==> src/rtl/output_collector_pkg.sv <==
// Shared types and helpers for the output collector: stride decode, requantization
// and the result record carried between the requant stage and the FIFO.
package output_collector_pkg;

  // Record fields are sized for the widest supported configuration
  // (OUT_WIDTH <= 32, map dimensions / channel counts <= 65536).
  localparam int RES_DATA_W = 32;
  localparam int RES_ADDR_W = 16;

  typedef enum logic [1:0] {
    STRIDE_1 = 2'd0,
    STRIDE_2 = 2'd1,
    STRIDE_4 = 2'd2
  } stride_mode_e;

  typedef struct packed {
    logic [RES_DATA_W-1:0] data;
    logic [RES_ADDR_W-1:0] x;
    logic [RES_ADDR_W-1:0] y;
    logic [RES_ADDR_W-1:0] ch;
  } result_t;

  // Round half up, arithmetic shift, optional ReLU, saturate to a signed ow-bit range.
  function automatic longint requant(longint acc, logic [4:0] sh, logic relu, int ow);
    longint t, hi, lo;
    t = acc;
    if (sh != 5'd0) t = t + (longint'(1) << (sh - 5'd1));
    t = t >>> sh;
    if (relu && t < 0) t = 0;
    hi = (longint'(1) << (ow - 1)) - 1;
    lo = -hi - 1;
    if (t > hi) t = hi;
    else if (t < lo) t = lo;
    return t;
  endfunction

  // Results per layer; the reserved mode encoding behaves as stride 4.
  function automatic logic [31:0] layer_total(int w, int h, int ch, logic [1:0] mode);
    stride_mode_e m;
    int s;
    m = (mode == 2'd3) ? STRIDE_4 : stride_mode_e'(mode);
    case (m)
      STRIDE_1: s = 0;
      STRIDE_2: s = 1;
      default:  s = 2;
    endcase
    return 32'((w >> s) * (h >> s) * ch);
  endfunction

endpackage

==> src/rtl/output_collector_if.sv <==
// Result-stream bundle: pixel results in from the controller, requantized words out
// to the output memory. master = collector side, slave = controller/memory side.
interface output_collector_if #(
  parameter int ACC_WIDTH = 32,
  parameter int OUT_WIDTH = 16,
  parameter int X_W       = 10,
  parameter int Y_W       = 10,
  parameter int CH_W      = 6
);
  logic                 in_valid;
  logic [ACC_WIDTH-1:0] in_data;
  logic [X_W-1:0]       in_x;
  logic [Y_W-1:0]       in_y;
  logic [CH_W-1:0]      in_ch;
  logic                 stall;

  logic                 out_valid;
  logic                 out_ready;
  logic [OUT_WIDTH-1:0] out_data;
  logic [X_W-1:0]       out_x;
  logic [Y_W-1:0]       out_y;
  logic [CH_W-1:0]      out_ch;

  modport master (
    input  in_valid, in_data, in_x, in_y, in_ch, out_ready,
    output stall, out_valid, out_data, out_x, out_y, out_ch
  );

  modport slave (
    output in_valid, in_data, in_x, in_y, in_ch, out_ready,
    input  stall, out_valid, out_data, out_x, out_y, out_ch
  );
endinterface

==> src/rtl/output_collector_fifo.sv <==
// First-word-fall-through FIFO; a push while full is taken only if a pop frees a slot.
module sync_fifo #(
  parameter int WIDTH = 8,
  parameter int DEPTH = 8
) (
  input  logic                     clk,
  input  logic                     rst,
  input  logic                     flush,
  input  logic                     push,
  input  logic                     pop,
  input  logic [WIDTH-1:0]         din,
  output logic [WIDTH-1:0]         dout,
  output logic                     full,
  output logic                     empty,
  output logic [$clog2(DEPTH):0]   count
);
  localparam int AW = $clog2(DEPTH);

  logic [WIDTH-1:0] mem [DEPTH];
  logic [AW-1:0]    wr_ptr, rd_ptr;
  logic             do_push, do_pop;

  assign full    = (count == (AW+1)'(DEPTH));
  assign empty   = (count == '0);
  assign do_pop  = pop & ~empty;
  assign do_push = push & (~full | do_pop);
  assign dout    = mem[rd_ptr];

  always_ff @(posedge clk) begin
    if (rst) begin
      wr_ptr <= '0;
      rd_ptr <= '0;
      count  <= '0;
      for (int i = 0; i < DEPTH; i++) mem[i] <= '0;
    end else if (flush) begin
      wr_ptr <= '0;
      rd_ptr <= '0;
      count  <= '0;
    end else begin
      if (do_push) begin
        mem[wr_ptr] <= din;
        wr_ptr      <= wr_ptr + AW'(1);
      end
      if (do_pop) rd_ptr <= rd_ptr + AW'(1);
      case ({do_push, do_pop})
        2'b10:   count <= count + 1'b1;
        2'b01:   count <= count - 1'b1;
        default: count <= count;
      endcase
    end
  end
endmodule

==> src/rtl/output_collector.sv <==
// Captures finished output pixels, requantizes them, buffers them in a FIFO and
// streams them to the output memory with stall backpressure to the controller.
module output_collector
  import output_collector_pkg::*;
#(
  parameter int FEATURE_MAP_WIDTH  = 1024,
  parameter int FEATURE_MAP_HEIGHT = 1024,
  parameter int OUTPUT_NB_CHANNELS = 64,
  parameter int ACC_WIDTH          = 32,
  parameter int OUT_WIDTH          = 16,
  parameter int FIFO_DEPTH         = 8
) (
  input  logic                    clk,
  input  logic                    rst_in,
  input  logic                    start,
  input  logic [1:0]              conv_stride_mode,
  input  logic                    relu_en,
  input  logic [4:0]              shift,
  output_collector_if.master      bus,
  output logic                    overflow,
  output logic                    done,
  output logic [31:0]             count_out
);
  localparam int XW     = $clog2(FEATURE_MAP_WIDTH);
  localparam int YW     = $clog2(FEATURE_MAP_HEIGHT);
  localparam int CW     = $clog2(OUTPUT_NB_CHANNELS);
  localparam int FW     = OUT_WIDTH + XW + YW + CW;
  localparam int CNT_W  = $clog2(FIFO_DEPTH) + 1;
  localparam int STAGES = 1;

  logic [4:0]           shift_q;
  logic                 relu_q;
  logic [31:0]          expected_q;

  // vld_pipe[0]: capture register, vld_pipe[STAGES]: requant register (FIFO push)
  logic [STAGES:0]      vld_pipe;
  logic                 in_accept;
  logic [ACC_WIDTH-1:0] cap_data;
  logic [XW-1:0]        cap_x;
  logic [YW-1:0]        cap_y;
  logic [CW-1:0]        cap_ch;
  result_t              req_q, req_d;
  logic signed [63:0]   rq;

  logic                 push, pop, fifo_full, fifo_empty;
  logic [FW-1:0]        fifo_din, fifo_dout;
  logic [CNT_W-1:0]     fifo_count;
  logic [CNT_W:0]       occupancy;
  logic                 unused_req;

  always_ff @(posedge clk) begin
    if (rst_in) begin
      shift_q    <= '0;
      relu_q     <= 1'b0;
      expected_q <= '0;
    end else if (start) begin
      shift_q    <= shift;
      relu_q     <= relu_en;
      expected_q <= layer_total(FEATURE_MAP_WIDTH, FEATURE_MAP_HEIGHT,
                                OUTPUT_NB_CHANNELS, conv_stride_mode);
    end
  end

  // A result arriving with start belongs to the old layer and is dropped.
  assign in_accept = bus.in_valid & ~start;

  assign rq = requant(longint'($signed(cap_data)), shift_q, relu_q, OUT_WIDTH);

  always_comb begin
    req_d      = '0;
    req_d.data = RES_DATA_W'(rq[OUT_WIDTH-1:0]);
    req_d.x    = RES_ADDR_W'(cap_x);
    req_d.y    = RES_ADDR_W'(cap_y);
    req_d.ch   = RES_ADDR_W'(cap_ch);
  end

  always_ff @(posedge clk) begin
    if (rst_in || start) begin
      vld_pipe <= '0;
      cap_data <= '0;
      cap_x    <= '0;
      cap_y    <= '0;
      cap_ch   <= '0;
      req_q    <= '0;
    end else begin
      vld_pipe <= {vld_pipe[STAGES-1:0], in_accept};
      if (in_accept) begin
        cap_data <= bus.in_data;
        cap_x    <= bus.in_x;
        cap_y    <= bus.in_y;
        cap_ch   <= bus.in_ch;
      end
      if (vld_pipe[0]) req_q <= req_d;
    end
  end

  assign push     = vld_pipe[STAGES];
  assign pop      = bus.out_valid & bus.out_ready;
  assign fifo_din = {req_q.data[OUT_WIDTH-1:0], req_q.x[XW-1:0],
                     req_q.y[YW-1:0], req_q.ch[CW-1:0]};
  assign unused_req = ^req_q;

  sync_fifo #(.WIDTH(FW), .DEPTH(FIFO_DEPTH)) u_fifo (
    .clk   (clk),
    .rst   (rst_in),
    .flush (start),
    .push  (push),
    .pop   (pop),
    .din   (fifo_din),
    .dout  (fifo_dout),
    .full  (fifo_full),
    .empty (fifo_empty),
    .count (fifo_count)
  );

  assign bus.out_valid = ~fifo_empty;
  assign {bus.out_data, bus.out_x, bus.out_y, bus.out_ch} = fifo_dout;

  // Both pipeline registers count as in flight so a one-cycle-late controller still fits.
  assign occupancy = {1'b0, fifo_count} + (CNT_W+1)'(vld_pipe[0]) + (CNT_W+1)'(vld_pipe[1]);
  assign bus.stall = (occupancy >= (CNT_W+1)'(FIFO_DEPTH - 2));

  always_ff @(posedge clk) begin
    if (rst_in || start) begin
      count_out <= '0;
      overflow  <= 1'b0;
    end else begin
      if (pop) count_out <= count_out + 32'd1;
      if (push && fifo_full && !pop) overflow <= 1'b1;
    end
  end

  assign done = pop & ~start & ~rst_in & ((count_out + 32'd1) == expected_q);

endmodule
==> src/flat_wrapper.sv <==
// flat-port wrapper written by rule: the top's interface ports become plain ports
module output_collector_flat import output_collector_pkg::*;
#(
  parameter int FEATURE_MAP_WIDTH  = 1024,
  parameter int FEATURE_MAP_HEIGHT = 1024,
  parameter int OUTPUT_NB_CHANNELS = 64,
  parameter int ACC_WIDTH          = 32,
  parameter int OUT_WIDTH          = 16,
  parameter int FIFO_DEPTH         = 8
)
  (clk, rst_in, start, conv_stride_mode, relu_en, shift, overflow, done, count_out, bus_in_valid, bus_in_data, bus_in_x, bus_in_y, bus_in_ch, bus_out_ready, bus_stall, bus_out_valid, bus_out_data, bus_out_x, bus_out_y, bus_out_ch);
  output_collector_if #(.ACC_WIDTH(ACC_WIDTH), .OUT_WIDTH(OUT_WIDTH)) bus_i ();
  input  logic clk;
  input  logic rst_in;
  input  logic start;
  input  logic [1:0] conv_stride_mode;
  input  logic relu_en;
  input  logic [4:0] shift;
  output logic overflow;
  output logic done;
  output logic [31:0] count_out;
  input wire logic [$bits(bus_i.in_valid)-1:0] bus_in_valid;
  input wire logic [$bits(bus_i.in_data)-1:0] bus_in_data;
  input wire logic [$bits(bus_i.in_x)-1:0] bus_in_x;
  input wire logic [$bits(bus_i.in_y)-1:0] bus_in_y;
  input wire logic [$bits(bus_i.in_ch)-1:0] bus_in_ch;
  input wire logic [$bits(bus_i.out_ready)-1:0] bus_out_ready;
  output wire logic [$bits(bus_i.stall)-1:0] bus_stall;
  output wire logic [$bits(bus_i.out_valid)-1:0] bus_out_valid;
  output wire logic [$bits(bus_i.out_data)-1:0] bus_out_data;
  output wire logic [$bits(bus_i.out_x)-1:0] bus_out_x;
  output wire logic [$bits(bus_i.out_y)-1:0] bus_out_y;
  output wire logic [$bits(bus_i.out_ch)-1:0] bus_out_ch;
  assign bus_i.in_valid = bus_in_valid;
  assign bus_i.in_data = bus_in_data;
  assign bus_i.in_x = bus_in_x;
  assign bus_i.in_y = bus_in_y;
  assign bus_i.in_ch = bus_in_ch;
  assign bus_i.out_ready = bus_out_ready;
  assign bus_stall = bus_i.stall;
  assign bus_out_valid = bus_i.out_valid;
  assign bus_out_data = bus_i.out_data;
  assign bus_out_x = bus_i.out_x;
  assign bus_out_y = bus_i.out_y;
  assign bus_out_ch = bus_i.out_ch;
  output_collector #(.FEATURE_MAP_WIDTH(FEATURE_MAP_WIDTH), .FEATURE_MAP_HEIGHT(FEATURE_MAP_HEIGHT), .OUTPUT_NB_CHANNELS(OUTPUT_NB_CHANNELS), .ACC_WIDTH(ACC_WIDTH), .OUT_WIDTH(OUT_WIDTH), .FIFO_DEPTH(FIFO_DEPTH)) u_core (.clk(clk), .rst_in(rst_in), .start(start), .conv_stride_mode(conv_stride_mode), .relu_en(relu_en), .shift(shift), .bus(bus_i), .overflow(overflow), .done(done), .count_out(count_out));
endmodule
==> config.mk <==
export PLATFORM = sky130hd
export DESIGN_NAME = output_collector_flat
export DESIGN_NICKNAME = d
export VERILOG_FILES = /design/src/rtl/output_collector_pkg.sv /design/src/rtl/output_collector_if.sv /design/src/rtl/output_collector_fifo.sv /design/src/rtl/output_collector.sv /design/src/flat_wrapper.sv
export SDC_FILE = /design/constraint.sdc
export NUM_CORES = 1
export LEC_CHECK = 0
export ABC_AREA = 1
export CORE_ASPECT_RATIO = 2
export CORE_UTILIZATION = 45
export CTS_CLUSTER_DIAMETER = 120
export CTS_CLUSTER_SIZE = 24
export DETAILED_ROUTE_END_ITERATION = 10
export GPL_TIMING_DRIVEN = 0
export PLACE_DENSITY = 0.69
export SYNTH_ARGS = -nofsm -noshare
export SYNTH_HDL_FRONTEND = slang
export SYNTH_SLANG_ARGS = --single-unit
==> constraint.sdc <==
create_clock -name clk -period 5.5 [get_ports clk]
set_input_delay 0.55 -clock clk [delete_from_list [all_inputs] [get_ports clk]]
set_output_delay 0.55 -clock clk [all_outputs]
set_load 0.02 [all_outputs]
* Word-level counts from Yosys, hierarchy flattened
Memory sizes are Yosys's and may differ from the RTL's. A register that Yosys moved wholly into a read port is not among the register bits. Cells that the tools add are included.
Storage, ports and cells: memories kept 1, latch bits 0, output and inout bits 78, flip-flop bits (word level) 177, bits in read-only memories 0, RAM bits 336, word-level logic and storage cells 84
Memories:
- u_core.u_fifo.mem | depth 8, width 42, rd ports 1, clocked after Yosys merged registers in 1, wr ports 8, RTL line output_collector_fifo.sv:19 | logic [WIDTH-1:0] mem [DEPTH];
Operators by class: reduce and logical (&&, ||, !) cells 11, multiply operators 1, divide/modulo/power cells 0, shifts and indexed selects 3, muxes and demuxes 20, bitwise operators 12, order comparisons 4, add/subtract/negate cells 9, equality and inequality tests 6
Operator list (number):
- two-way mux 64 bit | 2
- adder 32 x 64 -> 64 bit | 1
- > comparator 64 x 16 -> 1 bit, second input constant | 1
- less-than comparator 64 x 1 -> 1 bit, second input constant | 1
- less-than comparator 64 x 16 -> 1 bit, second input constant | 1
- two-way mux 32 bit | 2
- left shift 1 x 5 -> 64 bit, first input constant | 1
- >>> shifter 64 x 5 -> 64 bit | 1
- two-way mux 42 bit | 1
- OR reduction 42 bit | 1
- adder 32 x 1 -> 32 bit, second input constant | 1
- equality test 32 bit | 1
- multiplier 32 x 32 -> 26 bit | 1
- two-way mux 16 bit | 2
- >> shifter 11 x 32 -> 32 bit, first input constant | 1
- two-way mux 3 bit | 3
- case mux 4 bit (2 select lines) | 1
- AND 1 bit | 7
- two-way mux 1 bit | 7
- adder 3 x 1 -> 3 bit, second input constant | 2
- adder 4 x 1 -> 5 bit | 1
- adder 5 x 1 -> 5 bit | 1
- >= comparator 5 x 3 -> 1 bit, second input constant | 1
- nonzero test 5 bit | 1
- 17 further kinds | 24

* Logic depth before layout (Yosys ltp)
Gate-level depths: netlist (run 1).
word-level depth 12, mapped depth 43, gate-level depth less buffers 39

* Modules after synthesis
A second synthesis (run 1) with hierarchy kept.
Second synthesis, totals: cell total of the unflattened synthesis 3650, area total of the unflattened synthesis 28591.2 um^2
By module, submodules not included:
- sync_fifo | area each 15364.7 um^2, instances 1, cells an instance 1372
- output_collector | area each 13226.4 um^2, instances 1, cells an instance 2278

* Worst setup path after synthesis (run 1)
OpenSTA, ideal clock, no wires.
path kind flip-flop to flip-flop, start reg u_core.shift_q[4], end reg u_core.req_q (netlist bit u_core.fifo_din[31]), setup slack 1.105 ns, clock period less this slack 4.395 ns, arrival 4.286 ns, stages on the path, launching flop included 38, path through dfxtp_1 > buf_2 > clkbuf_1 > clkbuf_1 > nand2_1 > nand2_1 > inv_1 > nand3_1 > inv_1 > ha_1 > fa_1 > nand3_1 > nand3_1 > nand2_1 > nand2_1 > nand2_1 > nand3_1 > nand3_2 > [2 not listed] > nand2_2 > nand3_1 > nand3_2 > nand2_2 > nand2_1 > nand3_1 > nand3_1 > nor2_1 > nand2_1 > nor2_2 > nand3_1 > nor2_1 > nor2_1 > nand2_4 > buf_12 > nand3_2 > nand2_1 > inv_1
On the way: longest elaborated chain between the ends 11, elaborated cells between the ends (all ways) 13, those cells by class 2 x add/sub; 3 x order compare; 2 x shift; 4 x mux; 2 x reduce/logical
RTL lines:
- start, declared | RTL line output_collector.sv:31 | logic [4:0] shift_q;
- start signal, assigned | RTL line output_collector.sv:57 | shift_q <= shift;
- subtractor 5 x 1 -> 5 bit | RTL line output_collector_pkg.sv:27 | if (sh != 5'd0) t = t + (longint'(1) << (sh - 5'd1));
- left shift 1 x 5 -> 64 bit | RTL line output_collector_pkg.sv:27
- adder 32 x 64 -> 64 bit | RTL line output_collector_pkg.sv:27
- two-way mux 64 bit | RTL line output_collector_pkg.sv:27
- >>> shifter 64 x 5 -> 64 bit * | RTL line output_collector_pkg.sv:28 | t = t >>> sh;
- less-than comparator 64 x 1 -> 1 bit | RTL line output_collector_pkg.sv:29 | if (relu && t < 0) t = 0;
- logical AND 1 bit | RTL line output_collector_pkg.sv:29
- two-way mux 64 bit * | RTL line output_collector_pkg.sv:29
- less-than comparator 64 x 16 -> 1 bit | RTL line output_collector_pkg.sv:33 | else if (t < lo) t = lo;
- two-way mux 16 bit | RTL line output_collector_pkg.sv:33
- two-way mux 16 bit * | RTL line output_collector_pkg.sv:32 | if (t > hi) t = hi;
- end signal, assigned | RTL line output_collector.sv:93 | if (vld_pipe[0]) req_q <= req_d;
- end, declared | RTL line output_collector.sv:42 | result_t req_q, req_d;
Mark *: on every way between the ends. The rest lies on a longest branch, timed or not. A chain may end at the register's enable or synchronous reset.

* Worst setup path after layout (run 1)
start reg u_core.shift_q[0], end reg u_core.req_q (netlist bit u_core.fifo_din[39])
Same word-level chain as after synthesis.

==> impl_results.md, run 1 <==
- Status: complete, no violations
- CP max FO: 10
- Lkg Pwr: 12.8 nW
- PD cells: 233 nW/µm²
- Post-Syn Area: 28000 µm²
- Arr. time, crit path: between 5 and 6 ns
- Synth Instances: 3667
- Maxcap violations: 0
- R2r worst-path depth: 38
- Utilization after layout: 52.4%
- CTS tree: built
- Share of cells above drive strength 1: between 8 and 9%
- Most frequent cells in the layout: nor2_1 (851), nand2_1 (473), nand3_1 (359)
- Clk sink count: 499
- Worst vdd ir: 0.290 mV
- Vias: roughly 27000
- Iter 0 DRT Violations: 2263
- Min Tclk post-route: about 5.3 ns
- Commonest non-fill, non-tap cell in the layout: nor2_1
- Wire length of the first global-routing pass: 156000 µm
- Worst-Margin Slew: 1.03 ns
- Post-Route WL: 107000 µm
- Ys Warns: 0
- I/O pin total: 149
- Final Slew Violations: 0
- Yosys cell types: roughly 50
- Nets: between 3000 and 4000
- Final worst slack: around 0.17 ns
- CP max stage delay: 0.42 ns
- Via density: 5.71
- CP max stage cell: fa_2
- Most Frequent Cell on Critical Path: nand3_1
- Hold-critical path depth: 2
- Slew HR: 31.1%
- Final setup fails: 0
- Wire per inst: 22.8 µm
- IO buf count: 148
- RSZ-0062 raised after global routing: true
- ANT nets after route: 0
- Area delta synth->final: 15.5%
- Max Fclk: 0.187 GHz
- Worst Skew: 0.0347 ns
- Req. time, crit path: 6.06 ns
- GRT Overall Usage: 34.0%
- Worst Setup End Kind: flip-flop
- Final Hold Fails: 0
- Post-DP HPWL: 82600 µm
- Gpl congestion: 1.11
- Drt first pass iters: 8
- Die H: 355 µm
- Maximum clock path buffer count: 3
- Fin crit share: 97.0%
- Overflow after GRT: 0
- Die width: 178 µm
- Flops & latches, synth: 499
- Tot Pwr: 7.54 mW
- CTS Hold Bufs: 0
- Core area: about 62000 µm²
- DIE AREA: 63200 µm²
- CTS Buf Count: 25
- Worst Setup Start Kind: flip-flop
- Antenna violations before repair: 2
- Hold WC Path Type: flip-flop to flip-flop
- DR DRC count: 0
- Sequential area share after synthesis: 47.7%
- Root buffer cell: clkbuf_16
- Dpl ws: -0.730 ns
- H-tree depth: 1
- Pin count of the biggest net entering global routing: 32
- Clock slew at reported path FFs: around 0.12 ns
- Row count: 129
- Vias in the first global route: around 26000
- Initial Util: a little under half
- Mean area per synthesized cell: between 7 and 8 µm²
- Path type of the worst setup path: flip-flop to flip-flop
- Clock latency on the worst-skew pair: 0.64 ns
==> final cells by class <==
type                    instances  area, µm²
fillers                      6107      29300
flip-flops and latches        499      13400
multi-input cells            2610      13200
repair buffers                166       1720
inverters                     358       1370
well taps                     786        983
plain buffers                 207        972
clock buffers                  40        682
clock inverters                 3       58.8
diodes                          1       2.50
==> what timing repair did <==
item | CTS | global route
buffers inserted | 1 | 9
resized for setup | 34 | 181
pin swaps | 1 | 21
setup endpoints to repair | 15 | 16
==> cell usage after synthesis, drive strengths merged <==
cell type	instances	area, µm²
o21ai	322	1620
edfxtp	336	10100
clkinv	31	116
o21bai	3	22.5
a211oi	1	7.51
buf	58	332
a21oi	137	693
nor2	888	3380
nand2	548	2180
o22ai	44	275
dfxtp	163	3260
o211ai	6	55.1
o2111ai	1	8.76
conb	1	3.75
o32ai	1	8.76
nor3	20	110
xor2	29	254
or2	5	31.3
nand4	24	150
fa	3	60.1
ha	51	638
o21a	1	7.51
or3b	1	8.76
nand3	443	2360
xnor2	8	70.1
a31oi	46	288
o221ai	1	8.76
inv	327	1230
nor4	6	37.5
clkbuf	150	563
nand3b	12	90.1
==> per-layer routing <==
layer / share of wire, % / up-vias / global-route usage, %
li1: - / 12500 / -
met1: 30 / 12300 / 30.4
met2: 53 / 1329 / 63.3
met3: 6.8 / 508 / 6.73
met4: 10 / 2 / 29.9
met5: 0.013 / - / 0
==> flip-flops by register name (all words and copies together), names as in the netlist, 6 cells and up, named ones only <==
| signal | count |
|---|---|
| u_core.u_fifo.mem | 336 |
| u_core.fifo_din | 42 |
| u_core.cap_data | 32 |
| u_core.count_out | 32 |
| u_core.cap_x | 10 |
| u_core.cap_y | 10 |
| u_core.expected_q | 9 |
| u_core.cap_ch | 6 |
==> power by group <==
group	switching (mW)	internal [mW]	total, mW
combinational	0.851	0.387	1.24
clock	1.27	0.881	2.15
sequential	0.0468	4.10	4.15
==> final timing paths <==
check                          from                  end  slack, ns
setup / recovery  u_core.shift_q[0]  u_core.fifo_din[39]       0.17
hold / removal      u_core.cap_y[3]      u_core.cap_y[3]       0.46
setup reg to reg  u_core.shift_q[0]  u_core.fifo_din[39]       0.17
hold reg to reg     u_core.cap_y[3]      u_core.cap_y[3]       0.46
==> critical path: cells and delay by family, from the launching register on <==
| kind | cells | cell delay (ns) |
|---|---|---|
| fa+ha+maj | 2 | 0.61 |
| flops | 1 | 0.33 |
| compound gates | 1 | 0.21 |
| buf+inv | 8 | 0.93 |
| simple gates | 27 | 3.11 |
==> logic make-up (layout without fill, tap and decap cells) <==
kind of cell | after synthesis | in the layout | share of synthesized area, %
simple gates | 1947 | 1947 | 29.9
buf+inv | 566 | 774 | 8.01
compound gates | 563 | 563 | 10.7
flops | 499 | 499 | 47.7
fa+ha+maj | 54 | 54 | 2.50
xor+xnor | 37 | 37 | 1.16
other cells | 1 | 10 | 0.0134
==> stage by stage <==
step	hold WS (ns)	TNS [ns]	cell area, µm²	cells
final	0.461	0	32300	4670
after global placement	0.428	-10.61	30500	4609
after CTS	0.459	0	31500	4660
after floorplan	0.412	0	28000	3675
after global routing	0.480	-1.09	32300	4669
after detailed placement	0.439	-10.17	30700	4617
Power figures use the tool's default switching activity.
==> run 2: changes to the inputs <==
CORE_MARGIN = 2   (was not set)
REMOVE_ABC_BUFFERS = 1   (was not set)
==> run 2 against run 1 <==
Total power is 2.1% lower. Maximum frequency up 0.68%. Wire length decreased by 16%.
==> impl_results.md, run 2 (same netlist as run 1, synthesis figures left out) <==
- Min Tclk post-route: 5.30 ns (-0.0362 ns)
- Arr. time, crit path: 5.79 ns (-0.10 ns)
- Worst Setup End Kind: flip-flop
- Lkg Pwr: 12.6 nW (-1.3%)
- IO buf count: 148 (unchanged)
- Core area: 61700 µm² (unchanged)
- Gpl congestion: 0.987 (-11%)
- Drt first pass iters: 5 (-3)
- Diode count: 0 (-1)
- Wire per inst: 20.0 µm (-13%)
- Most frequent cells in the layout: nor2_1 (870), nand2_1 (489), nand3_1 (401)
- GRT Overall Usage: 27.0% (-7.1 points)
- Pin count of the biggest net entering global routing: 125 (+290%)
- Worst vdd ir: 0.344 mV (+18%)
- I/O pin total: 149 (unchanged)
- DR DRC count: 0 (unchanged)
- Post-DP HPWL: 57600 µm (-30%)
- Sequential share of power: 56.3% (+1.3 points)
- Die H: 357 µm (+0.56%)
- Nets: 3827 (-4.1%)
- P_sw: 2.01 mW (-7.3%)
- Hold WC Path Type: flip-flop to flip-flop
- Worst-Margin Slew: 1.03 ns (-0.00180 ns)
- Share of cells above drive strength 1: 6.83% (-1.6 points)
- Final Slew Violations: 0 (unchanged)
- CP max stage cell: dfxtp_2
- Fin crit share: 96.3% (-0.66 points)
- Overflow after GRT: 0 (unchanged)
- CP max stage delay: 0.70 ns (+0.28 ns)
- Via density: 5.66 (-0.86%)
- Max reg flops: 336 (unchanged)
- Antenna violations before repair: 0 (-2)
- Iter 0 DRT Violations: 1924 (-15%)
- Final worst slack: 0.201 ns (+0.0362 ns)
- Maxcap violations: 0 (unchanged)
- Max Fclk: 0.189 GHz (+0.68%)
- Req. time, crit path: 5.99 ns (-0.07 ns)
- CTS tree: built
- Die width: 180 µm (+1.1%)
- Slew HR: 31.1% (+0.046 points)
- Utilization after layout: 51.1% (-1.3 points)
- Tot Pwr: 7.38 mW (-2.1%)
- Fillers: 5942 (-2.7%)
- Row count: 129 (unchanged)
- Largest Register: u_core.u_fifo.mem
- PD cells: 234 nW/µm² (+0.37%)
- ANT nets after route: 0 (unchanged)
- Status: complete, no violations
- Vias in the first global route: 24700 (-5.4%)
- Final setup fails: 0 (unchanged)
- Clk sink count: 499 (unchanged)
- Area delta synth->final: 12.7%
- Wire length of the first global-routing pass: 135000 µm (-13%)
- DIE AREA: 64300 µm² (+1.7%)
- Internal power: 5.37 mW (about the same)
- Path type of the worst setup path: flip-flop to flip-flop
- Sw Share: 27.2% (-1.5 points)
- Final Hold Fails: 0 (unchanged)
- Clock Power Share: 29.3% (+0.8 points)
- Post-Route WL: 90000 µm (-16%)
- Root buffer cell: clkbuf_16
- Maximum clock path buffer count: 3 (unchanged)
- H-tree depth: 1 (unchanged)
- Clock slew at reported path FFs: 0.11 ns (about the same)
- CP max FO: 47 (+37)
- CTS Hold Bufs: 0 (unchanged)
- CTS Buf Count: 25 (unchanged)
- Vias: 25500 (-4.3%)
- Dpl ws: -1.83 ns (-1.10 ns)
- Logic pwr share: 14.4% (-2.0 points)
- Worst Setup Start Kind: flip-flop
- Most Frequent Cell on Critical Path: nand2_1
- Clock latency on the worst-skew pair: 0.60 ns (-0.04 ns)
- Initial Util: 45.4% (unchanged)
- Commonest non-fill, non-tap cell in the layout: nor2_1
- Worst Skew: 0.0374 ns (+0.00265 ns)
[run 2: cell types whose count changed in the layout (fill, tap and decap cells not counted), moves of 7 or more]
cell	previous run	this run
nand2_2	61	48
ha_1	43	50
nand3_2	67	38
buf_2	20	1
dfxtp_1	162	155
nor2_2	25	15
clkbuf_1	158	17
nand3_4	17	4
buf_12	13	22
nand3_1	359	401
buf_1	19	0
nor2_1	851	870
nand2_1	473	489
[run 2: path summary, 6_finish.rpt]
check	from	end	slack [ns]	depth (start not counted)
max	u_core.shift_q[4]	u_core.fifo_din[29]	0.20	29
min reg2reg	u_core.cap_x[6]	u_core.fifo_din[22]	0.44	2
max reg2reg	u_core.shift_q[4]	u_core.fifo_din[29]	0.20	29
min	u_core.cap_x[6]	u_core.fifo_din[22]	0.44	2
[run 2: per-layer routing]
layer	global-route usage (%)	routed length [µm]	up-vias	share of wire (%)
li1	-	-	12200	-
met3	3.48	5390	361	6.0
met4	19.0	7290	0	8.1
met1	27.4	30600	11900	34
met2	50.5	46600	1034	52
met5	0	0	-	0
[run 2: repair_timing]
action,4_1_cts,5_1_grt
gates cloned,7,3
pin swaps,2,4
endpoints found under the hold margin,0,0
endpoints found under the setup margin,17,16
buffers inserted,8,14
resized for setup,26,40
[run 2: power groups by stage]
stage	Combinational [mW]	Sequential, mW	Clock [mW]
detailed placement	0.971	4.25	0
CTS	1.01	4.16	2.20
floorplan	0.607	4.25	0
global placement	0.927	4.28	0
global route	1.16	4.17	2.31
finish	1.06	4.16	2.16
[run 2: worst max-delay path, delay by kind of cell (launching register included)]
kind	cells	cell delay, ns
simple gates	24	3.15
fa+ha+maj	1	0.35
buf+inv	3	0.73
flops	1	0.70
compound gates	1	0.24
[run 2: final cells by class]
class	instances	area [µm²]	area share (%)
multi-input combinational	2615	12700	40.2
clock buffer	42	689	2.19
sequential	499	13400	42.4
timing repair buffer	198	2280	7.23
tap	786	983	3.12
timing repair inverter	5	32.5	0.103
clock inverter	4	66.3	0.210
inverter	358	1420	4.52
[run 2: metrics by stage]
step | cells | instance area, µm² | setup TNS [ns] | hold slack, ns
after global routing | 4507 | 31500 | -0.0117 | 0.471
after detailed placement | 4429 | 30300 | -27.97 | 0.428
after CTS | 4490 | 31200 | 0 | 0.449
after global placement | 4401 | 29600 | -7567.07 | 0.430
after floorplan | 3467 | 27100 | -845.24 | 0.417
final | 4507 | 31500 | 0 | 0.443
==> run 3: changes to the inputs <==
ABC_CLOCK_PERIOD_IN_PS = 5500   (was not set)
CORE_UTILIZATION = 59   (was 45)
PLACE_DENSITY = 0.85   (was 0.69)
==> run 3 against run 2 <==
Clock-buffer cell count is the same. Wire length decreased by 0.98%. Register-to-register slack got worse by 0.09 ns. Largest power group unchanged. Flip-flop and latch count unchanged. Critical path depth rose by 4. Utilization increased by 16 points. Non-clock buffer count increased by 3. Total power shrank 1.1%. Setup slack got worse by 0.091 ns.
==> impl_results.md, run 3 (same netlist as run 1, synthesis figures left out) <==
- Reg area: 13400 µm² (unchanged)
- H-tree depth: 1 (unchanged)
- Initial Util: 59.8% (+14 points)
- ANT nets after route: 0 (unchanged)
- Wire length of the first global-routing pass: 134000 µm (-0.98%)
- DR DRC count: 0 (unchanged)
- Slew HR: 34.8% (+3.7 points)
- Largest Register: u_core.u_fifo.mem
- Post-DP HPWL: 56400 µm (-1.9%)
- Vias: 26300 (+3.0%)
- Status: complete, no violations
- Commonest non-fill, non-tap cell in the layout: nor2_1
- Maximum clock path buffer count: 3 (unchanged)
- Drt first pass iters: 8 (+3)
- Sw Share: 27.4% (+0.16 points)
- Lkg Pwr: 12.6 nW (+0.24%)
- Top sig layer: met4
- Met1 WL: 28300 µm (-7.5%)
- R2R setup slack: 0.11 ns (-0.09 ns)
- Most Frequent Cell on Critical Path: nand3_1
- CTS tree: built
- Clock latency on the worst-skew pair: 0.62 ns (+0.02 ns)
- Min-delay src: rst_in
- Min Tclk post-route: 5.39 ns (+0.0910 ns)
- Placed inst area: 30100 µm² (-0.71%)
- Final setup fails: 0 (unchanged)
- Row count: 112 (-13%)
- Post-Route WL: 89100 µm (-0.98%)
- Share of cells above drive strength 1: 7.68% (+0.86 points)
- Final Hold Fails: 0 (unchanged)
- Worst Skew: 0.0624 ns (+0.0250 ns)
- Overflow after GRT: 0 (unchanged)
- Gpl congestion: 1.04 (+5.2%)
- PD cells: 231 nW/µm² (-1.1%)
- Die width: 158 µm (-12%)
- Hold-critical path depth: 2 (unchanged)
- RSZ-0062 raised after global routing: true
- CP max FO: 32 (-32%)
- CP max stage delay: 0.37 ns (-0.33 ns)
- Die H: 312 µm (-13%)
- Max Fclk: 0.186 GHz (-1.7%)
- Max reg flops: 336 (unchanged)
- Clk sink count: 499 (unchanged)
- Hold EP: u_core.expected_q[20]
- P_sw: 2.00 mW (-0.49%)
- CTS Hold Bufs: 0 (unchanged)
- Arr. time, crit path: 5.90 ns (+0.11 ns)
- Pin count of the biggest net entering global routing: 129 (+3.2%)
- Nets: 3829 (+0.052%)
- Internal power: 5.30 mW (-1.3%)
- I/O pin total: 149 (unchanged)
- Logic pwr share: 15.1% (+0.7 points)
- Hold WC Path Type: primary input to flip-flop
- Clock slew at reported path FFs: 0.12 ns (about the same)
- Iter 0 DRT Violations: 2791 (+45%)
- DIE AREA: 49300 µm² (-23%)
- Worst vdd ir: 0.238 mV (-31%)
- FF-to-FF Start: u_core.shift_q[3]
- Sequential share of power: 57.0% (+0.7 points)
- CP max stage cell: dfxtp_4
- Worst-Margin Slew: 0.977 ns (-0.0552 ns)
- Worst Setup Start Kind: flip-flop
- Path type of the worst setup path: flip-flop to flip-flop
- IO buf count: 148 (unchanged)
- Antenna violations before repair: 1 (+1)
- Root buffer cell: clkbuf_16
- Final worst hold slack: 0.393 ns (-0.0503 ns)
- Area delta synth->final: 12.8% (about the same)
- Most frequent cells in the layout: nor2_1 (867), nand2_1 (484), nand3_1 (380)
- Core area: 46800 µm² (-24%)
- Worst Setup End Kind: flip-flop
- CTS Buf Count: 24 (-4.0%)
- Fin crit share: 98.0% (+1.7 points)
- Req. time, crit path: 6.01 ns (+0.02 ns)
- Maxcap violations: 0 (unchanged)
- Footprint of the multi-input gates: 12800 µm² (+1.3%)
- Design area: 31500 µm² (about the same)
- Fillers: 3899 (-34%)
- Met2 WL: 45500 µm (-2.4%)
- DR WL met3: 6980 µm (+29%)
- Final Slew Violations: 0 (unchanged)
- R2r worst-path depth: 33 (+14%)
- GRT Overall Usage: 35.2% (+8.3 points)
- Vias in the first global route: 25200 (+2.0%)
- Clock Power Share: 27.9% (-1.4 points)
- Wire per inst: 20.5 µm (+2.6%)
- Via density: 6.04 (+6.8%)
- R2R Path End: u_core.fifo_din[37]
-- run 3: cell types whose count changed in the layout (fill, tap and decap cells not counted), moves of 5 or more --
| cell | previous run | this run |
|---|---|---|
| nand2_1 | 489 | 484 |
| nand2_2 | 48 | 54 |
| nand3_1 | 401 | 380 |
| nand3_2 | 38 | 52 |
| nand3_4 | 4 | 11 |
-- run 3: metrics by stage --
step / setup slack, ns / utilization [%] / TNS [ns] / instances / total power [mW]
floorplan: -1.81 / - / -845.24 / 3467 / 4.86
global placement: -10.74 / 62.8 / -7007.79 / 4242 / 5.18
detailed placement: -1.79 / 64.2 / -26.93 / 4270 / 5.21
CTS: 0.00986 / 66.3 / 0 / 4331 / 7.20
global route: -0.0590 / 67.4 / -0.418 / 4350 / 7.52
finish: 0.110 / 67.4 / 0 / 4350 / 7.30
-- run 3: worst max path at each step --
stage | from | end | slack [ns] | cells after the start
after detailed placement | u_core.shift_q[2] | u_core.fifo_din[28] | -1.79 | 37
after global routing | u_core.shift_q[3] | u_core.fifo_din[36] | -0.06 | 36
final | u_core.shift_q[3] | u_core.fifo_din[37] | 0.11 | 33
after global placement | start | u_core.u_fifo.mem[4][16] | -10.74 | 6
after floorplan | rst_in | u_core.u_fifo.mem[0][0] | -1.81 | 5
after CTS | u_core.shift_q[3] | u_core.fifo_din[29] | 0.01 | 38
-- run 3: metal layers --
metal,up-vias,global-route usage (%)
met5,-,0
met4,0,25.3
met3,498,4.84
met2,1473,63.0
met1,12100,37.1
li1,12200,-
-- run 3: power groups by stage --
stage	Clock [mW]	Sequential [mW]	Combinational (mW)
finish	2.04	4.16	1.10
global route	2.15	4.18	1.19
CTS	2.03	4.17	0.997
detailed placement	0	4.26	0.957
global placement	0	4.27	0.908
floorplan	0	4.25	0.607
-- run 3: area by class of cell --
type	count	share of cell area, %
clock buffer	42	2.12
timing repair buffer	201	7.43
tap	627	2.49
sequential	499	42.4
clock inverter	2	0.0754
multi-input combinational	2614	40.7
inverter	358	4.62
timing repair inverter	6	0.147
antenna	1	0.00793
-- run 3: critical path: cells and delay by family, from the launching register on --
kind / cells / cell delay [ns]
and+or+nand+nor: 26 / 3.83
adders and majority gates: 1 / 0.25
buffers and inverters: 6 / 0.80
DFF: 1 / 0.37
-- run 3: repair_timing --
action,in CTS,in global routing
cloned,7,4
setup endpoints to repair,17,16
resized for setup,32,79
pin swaps,3,6
setup buffers,10,14
hold endpoints to repair,0,0
